`config.mk`:
```
export PLATFORM = sky130hd
export DESIGN_NAME = heart_monitor
export DESIGN_NICKNAME = d
export VERILOG_FILES = /design/src/rtl/heart_monitor.sv
export SDC_FILE = /design/constraint.sdc
export NUM_CORES = 1
export LEC_CHECK = 0
export ABC_AREA = 0
export BUFFER_PORTS_ARGS = -buffer_cell sky130_fd_sc_hd__buf_2
export CORE_ASPECT_RATIO = 0.5
export CORE_MARGIN = 5
export CORE_UTILIZATION = 45
export CTS_BUF_LIST = sky130_fd_sc_hd__clkbuf_4
export DETAILED_ROUTE_END_ITERATION = 10
export PLACE_DENSITY = 0.72
export SETUP_SLACK_MARGIN = 0.02
export SKIP_CTS_REPAIR_TIMING = 1
export SLEW_MARGIN = 20
export SYNTH_ARGS = -nofsm -noshare
export SYNTH_HDL_FRONTEND = slang
export SYNTH_SLANG_ARGS = --single-unit
```
`constraint.sdc`:
```
create_clock -name clk_in -period 2.42 [get_ports clk_in]
set_input_delay 0.242 -clock clk_in [delete_from_list [all_inputs] [get_ports clk_in]]
set_output_delay 0.242 -clock clk_in [all_outputs]
set_load 0.005 [all_outputs]
```
`src/rtl/heart_monitor.sv`:
```
// heart_monitor
//   Receive-side checker for a cycling 4-bit heartbeat count (0..CNT_MAX).
//   It hunts for a 0 and then tracks successors. After LOCK_BEATS correct
//   beats it declares lock. A sequence error or stall while locked moves it
//   to a sticky FAULT state that only clear_in or rst_in can leave.
//
//   Optional feature macro: HEART_MON_STALL_EN
//     defined   -> stall counter and stall detection are built
//     undefined -> no stall counter, stall_out stays 0, gaps are legal
//
// Ports
//   clk_in        system clock
//   rst_in        synchronous active-high reset (overrides everything)
//   sample_in     heart_cnt_in is valid this cycle
//   heart_cnt_in  4-bit heartbeat count under test
//   clear_in      clears fault/error count, restarts acquisition; wins
//                 over a sample in the same cycle
//   locked_out    high while LOCKED
//   fault_out     high while FAULT
//   stall_out     sticky stall indication
//   wrap_out      one-cycle pulse per correctly received 0 while LOCKED
//   err_cnt_out   saturating sequence-error count
module heart_monitor #(
  parameter int CNT_MAX     = 7,
  parameter int LOCK_BEATS  = 8,
  parameter int STALL_LIMIT = 16,
  parameter int ERR_W       = 8
) (
  input  logic             clk_in,
  input  logic             rst_in,
  input  logic             sample_in,
  input  logic [3:0]       heart_cnt_in,
  input  logic             clear_in,
  output logic             locked_out,
  output logic             fault_out,
  output logic             stall_out,
  output logic             wrap_out,
  output logic [ERR_W-1:0] err_cnt_out
);

  localparam logic [3:0]  CNT_L   = 4'(CNT_MAX);
  localparam logic [7:0]  LOCK_L  = 8'(LOCK_BEATS);
  localparam logic [15:0] STALL_L = 16'(STALL_LIMIT);

  typedef enum logic [1:0] {SEEK, TRACK, LOCKED, FAULT} state_e;

  state_e           state_q;
  logic [3:0]       prev_q;
  logic [7:0]       good_q;
  logic [ERR_W-1:0] err_q;
  logic             locked_q;
  logic             fault_q;
  logic             stall_q;
  logic             wrap_q;

  logic [3:0]       expected_d;
  logic             match_d;
  logic [7:0]       good_d;
  logic [ERR_W-1:0] err_d;
  logic             stall_hit_d;

  always_comb begin
    expected_d = (prev_q == CNT_L) ? 4'd0 : prev_q + 4'd1;
    // A prev value above CNT_MAX (loaded from a bad sample in FAULT) can
    // yield an out-of-range expected value, so range is checked separately.
    match_d    = (heart_cnt_in <= CNT_L) && (heart_cnt_in == expected_d);
    good_d     = good_q + 8'd1;
    err_d      = (&err_q) ? err_q : err_q + 1'b1;
  end

`ifdef HEART_MON_STALL_EN
  logic [15:0] stall_cnt_q;
  logic [15:0] stall_cnt_d;

  always_comb begin
    stall_cnt_d = stall_cnt_q + 16'd1;
    stall_hit_d = !sample_in && (state_q == TRACK || state_q == LOCKED) &&
                  (stall_cnt_d == STALL_L);
  end

  // Counts idle cycles only while a stream is expected; held at 0 otherwise.
  always_ff @(posedge clk_in) begin
    if (rst_in || clear_in || sample_in || stall_hit_d ||
        state_q == SEEK || state_q == FAULT) begin
      stall_cnt_q <= 16'd0;
    end else begin
      stall_cnt_q <= stall_cnt_d;
    end
  end
`else
  // No stall detection in this build. STALL_LIMIT is at least 2, so this
  // is constant 0 and the stall branch below folds away.
  assign stall_hit_d = (STALL_L == 16'd0);
`endif

  always_ff @(posedge clk_in) begin
    if (rst_in) begin
      state_q  <= SEEK;
      prev_q   <= 4'd0;
      good_q   <= 8'd0;
      err_q    <= '0;
      locked_q <= 1'b0;
      fault_q  <= 1'b0;
      stall_q  <= 1'b0;
      wrap_q   <= 1'b0;
    end else if (clear_in) begin
      // Any sample in this cycle is discarded.
      state_q  <= SEEK;
      good_q   <= 8'd0;
      err_q    <= '0;
      locked_q <= 1'b0;
      fault_q  <= 1'b0;
      stall_q  <= 1'b0;
      wrap_q   <= 1'b0;
    end else begin
      wrap_q <= 1'b0;
      if (sample_in) begin
        case (state_q)
          SEEK: begin
            if (heart_cnt_in == 4'd0) begin
              prev_q  <= 4'd0;
              good_q  <= 8'd0;
              state_q <= TRACK;
            end
          end
          TRACK: begin
            prev_q <= heart_cnt_in;
            if (!match_d) begin
              state_q <= SEEK;
            end else begin
              good_q <= good_d;
              if (good_d == LOCK_L) begin
                state_q  <= LOCKED;
                locked_q <= 1'b1;
              end
            end
          end
          LOCKED: begin
            prev_q <= heart_cnt_in;
            if (!match_d) begin
              err_q    <= err_d;
              state_q  <= FAULT;
              locked_q <= 1'b0;
              fault_q  <= 1'b1;
            end else if (heart_cnt_in == 4'd0) begin
              wrap_q <= 1'b1;
            end
          end
          default: begin  // FAULT: only mismatches are counted
            prev_q <= heart_cnt_in;
            if (!match_d) begin
              err_q <= err_d;
            end
          end
        endcase
      end else if (stall_hit_d) begin
        stall_q <= 1'b1;
        if (state_q == TRACK) begin
          state_q <= SEEK;
        end else begin
          state_q  <= FAULT;
          locked_q <= 1'b0;
          fault_q  <= 1'b1;
          err_q    <= err_d;
        end
      end
    end
  end

  assign locked_out  = locked_q;
  assign fault_out   = fault_q;
  assign stall_out   = stall_q;
  assign wrap_out    = wrap_q;
  assign err_cnt_out = err_q;

endmodule
```
==> results of run 1 <==
[registers in the layout, summed over array words and instances, names as in the netlist]
signal,flops
prev_q,4
err_cnt_out,8
wrap_out,1
good_q,8
locked_out,1
state_q,2
fault_out,1
[synth_stat cells (2+ instances only)]
| library cell | count |
|---|---|
| sky130_fd_sc_hd__a211o_1 | 4 |
| sky130_fd_sc_hd__a21o_1 | 3 |
| sky130_fd_sc_hd__a21oi_1 | 7 |
| sky130_fd_sc_hd__a311oi_2 | 2 |
| sky130_fd_sc_hd__and2_1 | 2 |
| sky130_fd_sc_hd__buf_2 | 3 |
| sky130_fd_sc_hd__clkbuf_1 | 4 |
| sky130_fd_sc_hd__dfxtp_1 | 25 |
| sky130_fd_sc_hd__ha_1 | 7 |
| sky130_fd_sc_hd__inv_1 | 4 |
| sky130_fd_sc_hd__mux2i_1 | 3 |
| sky130_fd_sc_hd__nand2_1 | 14 |
| sky130_fd_sc_hd__nand2b_1 | 2 |
| sky130_fd_sc_hd__nand3_1 | 7 |
| sky130_fd_sc_hd__nand4_1 | 4 |
| sky130_fd_sc_hd__nor2_1 | 29 |
| sky130_fd_sc_hd__nor2b_1 | 2 |
| sky130_fd_sc_hd__nor3_1 | 7 |
| sky130_fd_sc_hd__nor3b_1 | 7 |
| sky130_fd_sc_hd__nor4_1 | 2 |
| sky130_fd_sc_hd__o21ai_0 | 3 |
| sky130_fd_sc_hd__o21bai_1 | 2 |
| sky130_fd_sc_hd__o31ai_1 | 2 |
| sky130_fd_sc_hd__or2_2 | 2 |
| sky130_fd_sc_hd__xnor2_1 | 8 |
[final cells by class]
type	count	area (um^2)	share of cell area, %
clock inverter	1	5.005	0.3195
multi-input combinational	136	875.8	55.91
sequential	25	500.5	31.95
clock buffer	3	22.52	1.438
timing repair buffer	19	97.59	6.230
tap	40	50.05	3.195
inverter	4	15.01	0.9585
[path summary, 6_finish.rpt]
path,end,slack [ns],cells past startpoint
setup / recovery,good_q[2],0.22,7
hold / removal,prev_q[1],0.13,2
setup reg to reg,good_q[2],0.22,7
hold reg to reg,locked_out,0.48,2
[cells in the final DEF (no fill, tap or decap), drive strengths merged, types with 3 or more instances in the layout]
| cell | netlist | final |
|---|---|---|
| nor2 | 29 | 29 |
| dfxtp | 25 | 25 |
| a211o | 4 | 4 |
| or2 | 3 | 3 |
| a21oi | 8 | 8 |
| a21o | 3 | 3 |
| nand3 | 7 | 7 |
| xnor2 | 8 | 8 |
| mux2i | 3 | 3 |
| nand4 | 4 | 4 |
| nor3 | 7 | 7 |
| ha | 7 | 7 |
| nor3b | 8 | 8 |
| buf | 5 | 19 |
| clkbuf | 4 | 3 |
| inv | 4 | 4 |
| nand2 | 14 | 14 |
| o21ai | 3 | 3 |
[power by group]
part	switching, mW	internal [mW]
Combinational	0.0238	0.0150
Clock	0.133	0.0620
Sequential	0.000258	0.412
Total	0.157	0.489
[through the flow]
stage	area (um^2)	utilization, %	power [mW]
after global placement	1539	50.78	0.4591
after floorplan	1440	-	0.4474
final	1567	51.69	0.6456
after global routing	1567	51.69	0.6861
after detailed placement	1539	50.78	0.4596
after CTS	1567	51.69	0.6549
[per-layer routing]
layer | wire length (um) | global-route usage [%] | share of wire, % | vias up
li1 | - | - | - | 636
met1 | 1381 | 14.93 | 47 | 594
met2 | 1468 | 23.42 | 50 | 13
met3 | 98 | 4.255 | 3.3 | 2
met4 | 13 | 2.475 | 0.44 | 0
met5 | 0 | 0 | 0 | -
[logic make-up after synthesis]
group	after synthesis
buffers and inverters	13
xor gates and xnor gates	9
and+or+nand+nor	88
DFF	25
adders and majority gates	7
other	1
muxes	3
AOI/OAI and AO/OA	28
==> metrics.txt, run 1 <==
# TYPE chip_impl_metric gauge
chip_impl_metric{name="gp_congestion",unit=""} 0.7982
chip_impl_info{name="cpMaxStageDelayCell",value="sky130_fd_sc_hd__a311oi_2"} 1
chip_impl_info{name="status",value="finished clean"} 1
chip_impl_metric{name="route.final.wire_length",unit="mm"} 2.961
chip_impl_metric{name="yosys.area_share.simple",unit="%"} 32.41
chip_impl_metric{name="max_clock_freq",unit="MHz"} 453.8
chip_impl_metric{name="fin_crit",unit="ns"} 2.203
chip_impl_info{name="min-delay-start",value="rst_in"} 1
chip_impl_metric{name="tritoncts.num_buffers",unit=""} 3
chip_impl_metric{name="maxCapViolCount",unit=""} 0
chip_impl_metric{name="synth_compound_gate_area_share",unit="%"} 14.51
chip_impl_info{name="critical_path.cell_chain",value="ha_1 -> xnor2_1 -> o221a_1 -> and4_4 -> a311oi_2 -> o21bai_1 -> a21o_1"} 1
chip_impl_metric{name="max_slew.worst_pin.slew",unit="ns"} 0.6159
chip_impl_metric{name="post_route_clock_period_utilization",unit="%"} 91.05
chip_impl_info{name="critPathCaptureType",value="register"} 1
chip_impl_metric{name="synthXorXnorAreaFrac",unit="%"} 5.474
chip_impl_metric{name="clkTransAtPathRegs",unit="ns"} 0.15
chip_impl_info{name="cp_launch_point",value="prev_q[0]"} 1
chip_impl_metric{name="post_synth_num_cell_types",unit=""} 44
chip_impl_metric{name="cp_num_buf_inv",unit=""} 0
chip_impl_metric{name="drt_pre_antenna_iters",unit=""} 4
chip_impl_info{name="postSynth.topFlopCell",value="sky130_fd_sc_hd__dfxtp_1"} 1
chip_impl_metric{name="fp.dieArea",unit="mm^2"} 0.004500
chip_impl_metric{name="ioPinCount",unit=""} 20
chip_impl_metric{name="fin_hold_viols",unit=""} 0
chip_impl_metric{name="grt_max_degree",unit=""} 18
chip_impl_metric{name="timing.final.setup_violations",unit=""} 0
chip_impl_metric{name="clk-insertion-delay-late",unit="ns"} 0.32
chip_impl_info{name="post_synth_main_area_contributors",value="sky130_fd_sc_hd__dfxtp_1 (35%), sky130_fd_sc_hd__nor2_1 (7.6%), sky130_fd_sc_hd__ha_1 (6.1%)"} 1
chip_impl_metric{name="number_of_nets_with_antenna_violations_after_routing",unit=""} 0
chip_impl_metric{name="wire_length_of_the_first_global_routing_pass",unit="mm"} 4.878
chip_impl_metric{name="fin_worst_skew",unit="ns"} 0.007323
chip_impl_metric{name="drc_errors",unit=""} 0
chip_impl_metric{name="synth_area_per_cell",unit="um^2"} 8.277
chip_impl_metric{name="synth_adder_area_share",unit="%"} 6.082
chip_impl_metric{name="slowest_delay",unit="ns"} 0.59
chip_impl_metric{name="hpwlAfterDp",unit="mm"} 2.168
chip_impl_metric{name="pnr_worst_setup_slack",unit="ns"} 0.2166
chip_impl_metric{name="wire_per_inst",unit="um"} 12.99
chip_impl_metric{name="insertedDiodeCount",unit=""} 0
chip_impl_metric{name="grt_antenna_before_repair",unit=""} 0
chip_impl_metric{name="cp_data_arrival_time",unit="ns"} 2.48
chip_impl_metric{name="cts_max_level",unit=""} 1
chip_impl_metric{name="pre_cts_ws",unit="ns"} 0.2670
chip_impl_info{name="grt_setup_unrepaired",value="no"} 1
chip_impl_metric{name="power.density",unit="mW/mm^2"} 412.1
chip_impl_info{name="critical_path.reg2reg.startpoint",value="prev_q[0]"} 1
chip_impl_metric{name="dieWidth",unit="um"} 90.01
chip_impl_metric{name="buffer_ports.inserted",unit=""} 18
chip_impl_metric{name="number_of_synthesized_flops_with_an_enable_pin",unit=""} 0
chip_impl_metric{name="final.hold.worst_slack",unit="ns"} 0.1341
chip_impl_metric{name="drt_first_iter_violations",unit=""} 41
chip_impl_metric{name="final_max_slew_viol_count",unit=""} 0
chip_impl_metric{name="final_nets",unit=""} 204
chip_impl_info{name="combinational_family_with_the_most_area_after_synthesis",value="simple AND/OR/NAND/NOR gates"} 1
chip_impl_info{name="hold_class",value="primary input to register"} 1
chip_impl_metric{name="cts_buffer_depth",unit=""} 2
chip_impl_metric{name="initial_utilization",unit="%"} 47.52
chip_impl_metric{name="static-leakage-power",unit="nW"} 0.6164
chip_impl_metric{name="dp_cells",unit=""} 224
chip_impl_metric{name="number_of_non_filler_instances_in_the_completed_layout",unit=""} 228
chip_impl_metric{name="mux_share_of_post_synthesis_cell_area",unit="%"} 2.085
chip_impl_metric{name="synth.net_count",unit=""} 189
chip_impl_metric{name="synth_sequential_area_ratio",unit="%"} 34.75
chip_impl_metric{name="fp_rows",unit=""} 14
chip_impl_metric{name="fin_setup_tns",unit="ns"} 0
chip_impl_metric{name="ir_worst_vdd",unit="V"} 0.0002001
chip_impl_metric{name="globalRouteTotalUtil",unit="%"} 12.88
chip_impl_metric{name="ys_warn_count",unit=""} 0
chip_impl_info{name="synth_area_leader_cell",value="sky130_fd_sc_hd__dfxtp_1"} 1
chip_impl_metric{name="grt-ovfl-total",unit=""} 0
chip_impl_metric{name="slew-limit-headroom",unit="%"} 58.94
chip_impl_info{name="worst_path_dominant_cell_family",value="compound AO/OA/AOI/OAI gates"} 1
chip_impl_metric{name="mapped_area",unit="mm^2"} 0.001440
chip_impl_metric{name="layout-area-overhead-vs-synth",unit="%"} 8.775
chip_impl_metric{name="async_set_or_reset_register_ratio_after_synthesis",unit="%"} 0
chip_impl_metric{name="synth.top_cell.area_share",unit="%"} 34.75
chip_impl_metric{name="cp_data_required_time",unit="ns"} 2.70
chip_impl_info{name="critPathKind",value="register to register"} 1
chip_impl_metric{name="worst-path-max-fanout",unit=""} 17
chip_impl_metric{name="fp.coreArea",unit="mm^2"} 0.003030
chip_impl_info{name="clock_tree_from_tritoncts",value="built"} 1
chip_impl_metric{name="cts.sinks",unit=""} 25
chip_impl_info{name="cp-start-kind",value="register"} 1
chip_impl_metric{name="synthCells",unit=""} 174
chip_impl_metric{name="number_of_vias_after_detailed_routing",unit=""} 1245
chip_impl_metric{name="route.detailed.vias_per_inst",unit=""} 5.461
chip_impl_metric{name="flop_and_latch_count_out_of_synthesis",unit=""} 25
chip_impl_metric{name="chipHeight",unit="um"} 50
chip_impl_metric{name="fill_cells",unit=""} 296
chip_impl_info{name="clk_root_buffer_cell",value="sky130_fd_sc_hd__clkbuf_4"} 1
chip_impl_metric{name="first_global_vias",unit=""} 1109
chip_impl_metric{name="final_layout_size_suffix_gt1_share",unit="%"} 17.02
Power figures use the tool's default switching activity.
==> inputs of run 2 (changes only) <==
--- a/config.mk
+++ b/config.mk
@@ -8,7 +8,6 @@
 export ABC_AREA = 0
 export BUFFER_PORTS_ARGS = -buffer_cell sky130_fd_sc_hd__buf_2
 export CORE_ASPECT_RATIO = 0.5
-export CORE_MARGIN = 5
 export CORE_UTILIZATION = 45
 export CTS_BUF_LIST = sky130_fd_sc_hd__clkbuf_4
 export DETAILED_ROUTE_END_ITERATION = 10
==> run 2 against run 1 <==
Against the previous run: die area is 23% lower; total power is 0.51% higher; sequential share of layout area is 0.051 points lower; sequential power hardly changed; critical path depth stayed put; fmax is 1.1% lower.
==> metrics.txt, run 2 (synthesis results as in run 1) <==
# TYPE chip_impl_metric gauge
chip_impl_info{name="status",value="finished clean"} 1
chip_impl_metric{name="dieWidth",unit="um"} 82.01
chip_impl_metric{name="dp_cells",unit=""} 224
chip_impl_metric{name="dpl_cell_area",unit="mm^2"} 0.001539
chip_impl_info{name="grt_setup_unrepaired",value="no"} 1
chip_impl_metric{name="fin_hold_viols",unit=""} 0
chip_impl_metric{name="insertedDiodeCount",unit=""} 0
chip_impl_metric{name="seqCellArea",unit="um^2"} 500.5
chip_impl_metric{name="number_of_non_filler_instances_in_the_completed_layout",unit=""} 228
chip_impl_info{name="hold_class",value="primary input to register"} 1
chip_impl_metric{name="worst_hold_path.num_cells",unit=""} 2
chip_impl_metric{name="final_layout_size_suffix_gt1_share",unit="%"} 17.02
chip_impl_metric{name="cp_data_required_time",unit="ns"} 2.69
chip_impl_metric{name="grt-ovfl-total",unit=""} 0
chip_impl_metric{name="power.density",unit="mW/mm^2"} 413.6
chip_impl_info{name="cp_launch_point",value="prev_q[0]"} 1
chip_impl_info{name="min_delay_worst_endpoint",value="prev_q[3]"} 1
chip_impl_info{name="most_frequent_cells_in_the_layout",value="sky130_fd_sc_hd__nor2_1 (29), sky130_fd_sc_hd__dfxtp_1 (25), sky130_fd_sc_hd__buf_2 (18), sky130_fd_sc_hd__nand2_1 (14), sky130_fd_sc_hd__xnor2_1 (8)"} 1
chip_impl_info{name="cpMaxStageDelayCell",value="sky130_fd_sc_hd__a311oi_2"} 1
chip_impl_metric{name="max_clock_freq",unit="MHz"} 448.8
chip_impl_metric{name="r2r.worst_path.cells",unit=""} 7
chip_impl_metric{name="route.final.wire_length",unit="mm"} 2.718
chip_impl_metric{name="max_slew.worst_pin.slew",unit="ns"} 0.6144
chip_impl_metric{name="ioPinCount",unit=""} 20
chip_impl_metric{name="fill_cells",unit=""} 307
chip_impl_metric{name="chipHeight",unit="um"} 42
chip_impl_info{name="r2r-end",value="good_q[3]"} 1
chip_impl_metric{name="multi_input_area",unit="um^2"} 875.8
chip_impl_info{name="min-delay-start",value="rst_in"} 1
chip_impl_metric{name="slew-limit-headroom",unit="%"} 59.04
chip_impl_metric{name="power_consumption",unit="mW"} 0.6489
chip_impl_metric{name="wire_per_inst",unit="um"} 11.92
chip_impl_metric{name="post_route_clock_period_utilization",unit="%"} 92.08
chip_impl_info{name="cp-start-kind",value="register"} 1
chip_impl_info{name="critical_path.reg2reg.startpoint",value="prev_q[0]"} 1
chip_impl_metric{name="grt_antenna_before_repair",unit=""} 0
chip_impl_metric{name="maxCapViolCount",unit=""} 0
chip_impl_metric{name="fin_crit",unit="ns"} 2.228
chip_impl_info{name="final_common_cell",value="sky130_fd_sc_hd__nor2_1"} 1
chip_impl_metric{name="worst-path-max-fanout",unit=""} 17
chip_impl_metric{name="slowest_delay",unit="ns"} 0.58
chip_impl_metric{name="number_of_nets_with_antenna_violations_after_routing",unit=""} 0
chip_impl_metric{name="layout-area-overhead-vs-synth",unit="%"} 8.948
chip_impl_metric{name="clkTransAtPathRegs",unit="ns"} 0.14
chip_impl_metric{name="fp.dieArea",unit="mm^2"} 0.003444
chip_impl_metric{name="fp_rows",unit=""} 14
chip_impl_metric{name="grt_max_degree",unit=""} 18
chip_impl_metric{name="cts_buffer_depth",unit=""} 2
chip_impl_metric{name="fin_setup_tns",unit="ns"} 0
chip_impl_metric{name="final.hold.worst_slack",unit="ns"} 0.1427
chip_impl_metric{name="initial_utilization",unit="%"} 47.52
chip_impl_info{name="critPathCaptureType",value="register"} 1
chip_impl_metric{name="cts.sinks",unit=""} 25
chip_impl_metric{name="first_global_vias",unit=""} 1103
chip_impl_metric{name="number_of_vias_after_detailed_routing",unit=""} 1239
chip_impl_metric{name="buffer_ports.inserted",unit=""} 18
chip_impl_metric{name="static-leakage-power",unit="nW"} 0.6171
chip_impl_metric{name="tritoncts.num_buffers",unit=""} 3
chip_impl_info{name="critical_path.cell_chain",value="ha_1 -> xnor2_1 -> o221a_1 -> and4_4 -> a311oi_2 -> o21bai_1 -> a21o_1"} 1
chip_impl_info{name="clk_root_buffer_cell",value="sky130_fd_sc_hd__clkbuf_4"} 1
chip_impl_metric{name="globalRouteTotalUtil",unit="%"} 18.08
chip_impl_metric{name="gp_congestion",unit=""} 0.7392
chip_impl_metric{name="cp_data_arrival_time",unit="ns"} 2.50
chip_impl_metric{name="final_max_slew_viol_count",unit=""} 0
chip_impl_metric{name="route.detailed.vias_per_inst",unit=""} 5.434
chip_impl_metric{name="fin_worst_skew",unit="ns"} 0.006122
chip_impl_metric{name="timing.final.setup_violations",unit=""} 0
chip_impl_metric{name="ir_worst_vdd",unit="V"} 0.0002161
chip_impl_metric{name="cts_max_level",unit=""} 1
chip_impl_metric{name="drt_pre_antenna_iters",unit=""} 4
chip_impl_metric{name="post-route-cell-area",unit="mm^2"} 0.001569
chip_impl_metric{name="fp.coreArea",unit="mm^2"} 0.003030
chip_impl_info{name="critPathKind",value="register to register"} 1
chip_impl_metric{name="final_nets",unit=""} 204
chip_impl_metric{name="clk-insertion-delay-late",unit="ns"} 0.32
chip_impl_metric{name="drt_first_iter_violations",unit=""} 56
chip_impl_metric{name="hpwlAfterDp",unit="mm"} 1.965
chip_impl_metric{name="r2r_setup_slack",unit="ns"} 0.19
chip_impl_metric{name="drc_errors",unit=""} 0
chip_impl_metric{name="wire_length_of_the_first_global_routing_pass",unit="mm"} 4.740
chip_impl_info{name="clock_tree_from_tritoncts",value="built"} 1
## run 2: cell count changes in the layout (fill, tap and decap cells not counted)
cell	delta
sky130_fd_sc_hd__clkinv_2	-1
sky130_fd_sc_hd__clkbuf_4	+1
## run 2: power by group
group | internal, mW | switching [mW] | total [mW]
registers | 0.412 | 0.000252 | 0.412
logic | 0.0150 | 0.0235 | 0.0385
clock network | 0.0756 | 0.123 | 0.198
## run 2: how the worst max path moves through the flow
stage	endpoint	slack, ns	cells after the start
2_1_floorplan	state_q[0]	0.45	8
3_3_place_gp	good_q[2]	0.29	7
3_5_place_dp	state_q[0]	0.26	8
4_1_cts	state_q[0]	0.22	8
5_1_grt	state_q[0]	0.07	8
6_report	good_q[3]	0.19	7
## run 2: critical path: cells and delay by family (launching register included)
family,cells,cell delay [ns]
simple gates,1,0.26
compound gates,4,1.14
fa+ha+maj,1,0.26
xor+xnor,1,0.14
flops,1,0.37
## run 2: through the flow
stage / worst slack, ns / utilization (%)
after floorplan: 0.4500 / -
after global placement: 0.2888 / 50.78
after detailed placement: 0.2553 / 50.78
after CTS: 0.2182 / 51.78
after global routing: 0.06665 / 51.78
final: 0.1917 / 51.78
## run 2: metal layers
metal  wire length, um  share of wire [%]  GRT usage, %
met5                 0                  0             0
met1              1393                 51         23.78
met4                12               0.44         3.158
met3                95                3.5         5.870
met2              1216                 45         29.26
## run 2: layout make-up
cell class / count / area share (%)
clock buffer: 4 / 1.914
inverter: 4 / 0.9569
multi-input combinational: 136 / 55.82
sequential: 25 / 31.90
tap: 40 / 3.190
timing repair buffer: 19 / 6.220
